File: config.mk
export PLATFORM = sky130hd
export DESIGN_NAME = vga_text_fetch
export DESIGN_NICKNAME = d
export VERILOG_FILES = /design/src/rtl/vga_text_fetch.sv
export SDC_FILE = /design/constraint.sdc
export NUM_CORES = 1
export LEC_CHECK = 0
export CAP_MARGIN = 40
export CORE_MARGIN = 2
export CORE_UTILIZATION = 50
export DETAILED_ROUTE_END_ITERATION = 12
export PLACE_DENSITY = 0.66
export SLEW_MARGIN = 20
export SYNTH_ARGS = -nofsm -noshare
export SYNTH_HDL_FRONTEND = slang
export SYNTH_SLANG_ARGS = --single-unit
File: constraint.sdc
create_clock -name clk_in -period 3.35 [get_ports clk_in]
set_input_delay 0.67 -clock clk_in [delete_from_list [all_inputs] [get_ports clk_in]]
set_output_delay 0.67 -clock clk_in [all_outputs]
set_load 0.02 [all_outputs]
File: src/rtl/vga_text_fetch.sv
// vga_text_fetch -- text-row prefetch into a ping-pong character line buffer.
//
// Once per text row the FETCH state reads that row's character codes from
// SDRAM, one byte per request, into the bank that is not being displayed.
// The pixel stage reads the displayed bank by column with one cycle of
// latency. A row_swap exchanges the banks; a swap that arrives while a
// fetch is still running aborts that fetch (underrun).
//
// Optional feature macro: VGA_FETCH_UNDERRUN_EN
//   defined   : per-bank valid bits, sticky underrun_out, and reads from an
//               invalid displayed bank return 8'h20 (space)
//   undefined : no valid bits, underrun_out tied 0, raw buffer reads
//
// Ports
//   clk_in        pixel clock (rising edge)
//   rst_n         asynchronous active-low reset
//   mode_config   bit0: 40-column mode, else 80 columns
//   fetch_start   pulse: start filling the inactive bank with fetch_row
//   fetch_row     text row to fetch, sampled with fetch_start
//   row_swap      pulse: toggle the displayed bank
//   char_col_in   column to read from the displayed bank
//   char_out      registered character code for char_col_in
//   mem_req       SDRAM read request, held until mem_ack
//   mem_addr      byte address of the current request
//   mem_ack       pulse: mem_data valid
//   mem_data      SDRAM read data
//   fetch_busy    high while fetching
//   fetch_done    pulse after the last byte of a row is written
//   underrun_out  sticky underrun flag
module vga_text_fetch #(
  parameter logic [23:0] BASE_ADDR = 24'h000000,
  parameter int          MAX_COLS  = 80
) (
  input  logic        clk_in,
  input  logic        rst_n,
  input  logic [8:0]  mode_config,
  input  logic        fetch_start,
  input  logic [5:0]  fetch_row,
  input  logic        row_swap,
  input  logic [6:0]  char_col_in,
  output logic [7:0]  char_out,
  output logic        mem_req,
  output logic [23:0] mem_addr,
  input  logic        mem_ack,
  input  logic [7:0]  mem_data,
  output logic        fetch_busy,
  output logic        fetch_done,
  output logic        underrun_out
);

  typedef enum logic {S_IDLE, S_FETCH} state_t;

  state_t      state;
  logic        disp_sel;   // displayed bank
  logic        fill_bank;  // bank being filled by the current fetch
  logic [6:0]  cols;
  logic [6:0]  idx;

  logic [7:0]  bank0 [MAX_COLS];
  logic [7:0]  bank1 [MAX_COLS];

  logic [6:0]  cols_new;
  logic [12:0] row_off;
  logic [23:0] base_new;
  logic        tgt_bank;
  logic        last_byte;
  logic        wr_en;

  logic unused_mode;
  assign unused_mode = ^mode_config[8:1];

  assign cols_new  = mode_config[0] ? 7'd40 : 7'd80;
  assign row_off   = 13'(fetch_row) * 13'(cols_new);
  assign base_new  = BASE_ADDR + {11'd0, row_off};
  // A swap in the same cycle lands first, so the new fetch targets the
  // bank that was displayed until now.
  assign tgt_bank  = row_swap ? disp_sel : ~disp_sel;
  assign last_byte = (idx == cols - 7'd1);
  // A swap in FETCH aborts; an ack in that same cycle is dropped.
  assign wr_en     = (state == S_FETCH) && mem_ack && !row_swap;

  always_ff @(posedge clk_in or negedge rst_n) begin
    if (!rst_n) begin
      state      <= S_IDLE;
      disp_sel   <= 1'b0;
      fill_bank  <= 1'b1;
      cols       <= 7'd80;
      idx        <= 7'd0;
      mem_req    <= 1'b0;
      mem_addr   <= 24'd0;
      fetch_busy <= 1'b0;
      fetch_done <= 1'b0;
    end else begin
      fetch_done <= 1'b0;
      if (row_swap) disp_sel <= ~disp_sel;
      case (state)
        S_IDLE: begin
          if (fetch_start) begin
            state      <= S_FETCH;
            cols       <= cols_new;
            idx        <= 7'd0;
            mem_addr   <= base_new;
            fill_bank  <= tgt_bank;
            mem_req    <= 1'b1;
            fetch_busy <= 1'b1;
          end
        end
        S_FETCH: begin
          if (row_swap) begin
            state      <= S_IDLE;
            mem_req    <= 1'b0;
            fetch_busy <= 1'b0;
          end else if (mem_ack) begin
            if (last_byte) begin
              state      <= S_IDLE;
              mem_req    <= 1'b0;
              fetch_busy <= 1'b0;
              fetch_done <= 1'b1;
            end else begin
              idx      <= idx + 7'd1;
              mem_addr <= mem_addr + 24'd1;
            end
          end
        end
        default: state <= S_IDLE;
      endcase
    end
  end

  // Line buffer write port; contents are not reset.
  always_ff @(posedge clk_in) begin
    if (wr_en && (int'(idx) < MAX_COLS)) begin
      if (fill_bank) bank1[idx] <= mem_data;
      else           bank0[idx] <= mem_data;
    end
  end

`ifdef VGA_FETCH_UNDERRUN_EN
  logic [1:0] bank_vld;

  always_ff @(posedge clk_in or negedge rst_n) begin
    if (!rst_n) begin
      bank_vld     <= 2'b00;
      underrun_out <= 1'b0;
    end else begin
      if (state == S_IDLE && fetch_start) bank_vld[tgt_bank] <= 1'b0;
      if (wr_en && last_byte)             bank_vld[fill_bank] <= 1'b1;
      if (state == S_FETCH && row_swap)   underrun_out <= 1'b1;
    end
  end
`else
  assign underrun_out = 1'b0;
`endif

  // Read port: one-cycle latency, out-of-range columns read as 8'h00.
  always_ff @(posedge clk_in or negedge rst_n) begin
    if (!rst_n) begin
      char_out <= 8'h00;
    end else if (int'(char_col_in) < MAX_COLS) begin
`ifdef VGA_FETCH_UNDERRUN_EN
      if (!bank_vld[disp_sel]) char_out <= 8'h20;
      else
`endif
      char_out <= disp_sel ? bank1[char_col_in] : bank0[char_col_in];
    end else begin
      char_out <= 8'h00;
    end
  end

endmodule

==> impl_metrics.tcl <==
set metrics [dict create \
    ys_types 60 \
    die_width_um 328 \
    leakage_uw 0.0204 \
    synth_area_leaders "edfxtp_1, mux4_2, dfrtp_1" \
    num_antenna_cells 0 \
    nets 3063 \
    peakVddDrop_mv 0.692 \
    rsz0062_at_grt "no" \
    r2r_cells 7 \
    met2_usage 0.381 \
    r2r_setup_slack_ns 0.68 \
    cp_data_arrival_time_ns 3.78 \
    worstPathCellList "clkdlybuf4s50_1, and2_1, ha_1, inv_1, fa_1, fa_1, inv_2, ha_4, a21o_1, a21oi_2, o21bai_1, a21oi_1, xnor2_1, o211ai_1" \
    path_max_fanout 3 \
    busiest_layer "met2" \
    grt_pass1_vias 28000 \
    ant_nets 0 \
    wl_mm 125 \
    grt_max_degree 161 \
    yosysWarnings 0 \
    cts_buffers 137 \
    async_reset_ff_frac 0.0347 \
    cp_slowest_cell "fa_1" \
    yosys_register_bits 1326 \
    fmax_mhz 315 \
    start_util 0.502 \
    cp-end-kind "flop" \
    power_frac_seq 0.522 \
    placed_cell_area_um2 57300 \
    cts_tree "done" \
    drive_above_1_share 0.300 \
    drc 0 \
    clock_latency_ns 0.75 \
    gp_congestion 0.873 \
    synthCells 2591 \
    drt_iter0_drc 3172 \
    netSwitchingPower_uw 7930 \
    fin_skew_ns 0.0280 \
    drv_cap 0 \
    worstReg2RegEnd "bank1[71][0]" \
    switching_share 0.223 \
    relSlewSlack 0.391 \
    dieArea_um2 108000 \
    met1_usage 0.330 \
    synth-edff-count 1280 \
    worst_slack_ns 0.173 \
    syn_area_um2 52600 \
    fin_cells 4501 \
    pin_count 71 \
    htree_levels 4 \
    syn_area_per_cell_um2 20.3 \
    critPathMaxStageDelay_ns 0.57 \
    period_share 0.948 \
    period_needed_ns 3.18 \
    firstDrtPassIters 7 \
    final.setup.tns_ns 0 \
    placementRows 119 \
    grt_pass1_wl_mm 186 \
    area_growth_pct 17.0 \
    synth_top_area_frac 0.730 \
    post-place-cells 4251 \
    fin_area_um2 61600 \
    status "complete, no violations" \
    cp_common_cell "fa_1" \
    clock-sinks 1326 \
    track_usage 0.236 \
    post_cts.repair.setup_buffers 0 \
    cp-start-kind "primary input" \
    finalSetupViolations 0 \
    synth_flop_cell "edfxtp_1" \
    yosysTopAreaCell "edfxtp_1" \
    cts_root_buf "clkbuf_16" \
    yosysMostFrequentCell "edfxtp_1" \
    hold_end "bank1[74][4]" \
    powerDensity_nw_per_um2 576 \
    worstMarginPinSlew_ns 0.913 \
    grtUsageMet3 0.0461 \
    hold_path_depth 1 \
    place_hpwl_mm 80.2 \
    grt_overflow_total 0 \
    cp.required_ns 3.95 \
    final_hold_viol_count 0 \
    internal_power_uw 27600 \
    timing.rr.start "idx[5]" \
    route.vias.total 27100 \
    port_buffers 61 \
    clk_path_buf_depth 3 \
    core-area_um2 105000 \
    dieHeight_um 328 \
    finalPower_uw 35500 \
    synth_seq_area_share 0.752 \
    synth_commonest_cells "edfxtp_1, mux4_2, nor2_1" \
    comb_power_share 0.072 \
    antenna_found_initial 2 \
    via_per_inst 6.01 \
    dp_slack_ns -0.718 \
    report.final.slew_viol_count 0 \
    hold_path.class "primary input to flop" \
    clockPowerShare 0.406 \
    clk_pin_slew_ns 0.06 \
    worst_hold_startpoint "mem_data[4]" \
    critical_path_class "primary input to flop" \
    routedWlPerCell_um 27.8 \
]
## cell families after synthesis
kind of cell	share of synthesized area
and+or+nand+nor	0.0281
xor gates and xnor gates	0.00483
muxes	0.157
other	0.000143
buffers and inverters	0.0177
DFF	0.752
AOI/OAI and AO/OA	0.0331
adders and majority gates	0.00713
## critical path: cells and delay by family
kind            cells  cell delay [ns]
simple gates        1             0.17
buf+inv             3             0.52
xor+xnor            1             0.15
compound gates      5             0.73
fa+ha+maj           4             1.51
## state kept, by name, indices dropped and copies added (netlist names)
signal and flops:
bank0 640, fetch_busy 1, state 1, idx 7
cols 2, mem_addr 24, fetch_done 1, fill_bank 1
disp_sel 1, bank1 640, char_out 8
## per-layer routing
layer / wire (µm) / up-vias
met5: 30 / -
met4: 3120 / 4
met3: 9930 / 185
met2: 61700 / 1140
met1: 50200 / 14300
li1: - / 11500
## layout by cell type (no fill, tap or decap), types with 10 or more instances in the layout
| cell type | netlist | final |
|---|---|---|
| o211ai_1 | 13 | 13 |
| a31oi_1 | 17 | 17 |
| clkbuf_16 | 0 | 137 |
| clkinv_2 | 0 | 26 |
| nand3_1 | 20 | 20 |
| a22oi_1 | 65 | 65 |
| o22ai_1 | 11 | 11 |
| dfrtp_1 | 44 | 44 |
| edfxtp_1 | 1280 | 1280 |
| inv_6 | 0 | 10 |
| a41oi_1 | 11 | 11 |
| o21ai_0 | 48 | 48 |
| mux4_2 | 302 | 302 |
| nor2_1 | 189 | 189 |
| buf_4 | 23 | 334 |
| mux2i_1 | 89 | 89 |
| buf_12 | 0 | 35 |
| xnor2_1 | 13 | 13 |
| clkdlybuf4s50_1 | 0 | 45 |
| xor2_1 | 16 | 16 |
| ha_1 | 22 | 21 |
| inv_1 | 16 | 15 |
| nand2_1 | 91 | 91 |
| clkinv_1 | 0 | 25 |
| clkbuf_1 | 64 | 30 |
| nor2b_1 | 17 | 16 |
| a21oi_1 | 19 | 18 |
| mux2_2 | 44 | 43 |
## how the worst max path moves through the flow
stage	startpoint	endpoint	slack (ns)	depth (start not counted)
2_1_floorplan	mode_config[0]	mem_addr[12]	0.11	13
3_3_place_gp	mode_config[0]	mem_addr[12]	-0.68	14
3_5_place_dp	mode_config[0]	mem_addr[12]	-0.72	14
4_1_cts	mode_config[0]	mem_addr[12]	0.09	14
5_1_grt	fetch_row[3]	mem_addr[12]	0.08	14
6_report	fetch_row[3]	mem_addr[12]	0.17	14
## timing repair
| item | CTS | global route |
|---|---|---|
| resized for setup | 0 | 5 |
| hold buffers | 1 | 0 |
| endpoints found under the hold margin | 23 | 0 |
| endpoints found under the setup margin | 0 | 3 |
## layout make-up
| class | count | area [µm²] |
|---|---|---|
| clock buffers | 171 | 3600 |
| clock inverters | 77 | 646 |
| fillers | 7531 | 43200 |
| inverters | 16 | 60.1 |
| multi-input cells | 1094 | 12100 |
| flip-flops and latches | 1326 | 39600 |
| well taps | 1391 | 1740 |
| repair buffers | 426 | 3830 |
## metrics by stage
stage / util / hold WS (ns)
6_report: 0.588 / 0.217
2_1_floorplan: - / 0.374
4_1_cts: 0.587 / 0.379
5_1_grt: 0.588 / 0.187
3_5_place_dp: 0.547 / 0.505
3_3_place_gp: 0.546 / 0.493
## power groups by stage
| stage | clock network (µW) | logic (µW) | registers [µW] |
|---|---|---|---|
| 3_5_place_dp | 0 | 2540 | 18900 |
| 2_1_floorplan | 0 | 1250 | 18900 |
| 5_1_grt | 15300 | 2730 | 18500 |
| 3_3_place_gp | 0 | 2490 | 18900 |
| 6_report | 14400 | 2560 | 18500 |
| 4_1_cts | 14700 | 2560 | 18500 |
No activity file was read; power rests on OpenSTA's default activity.
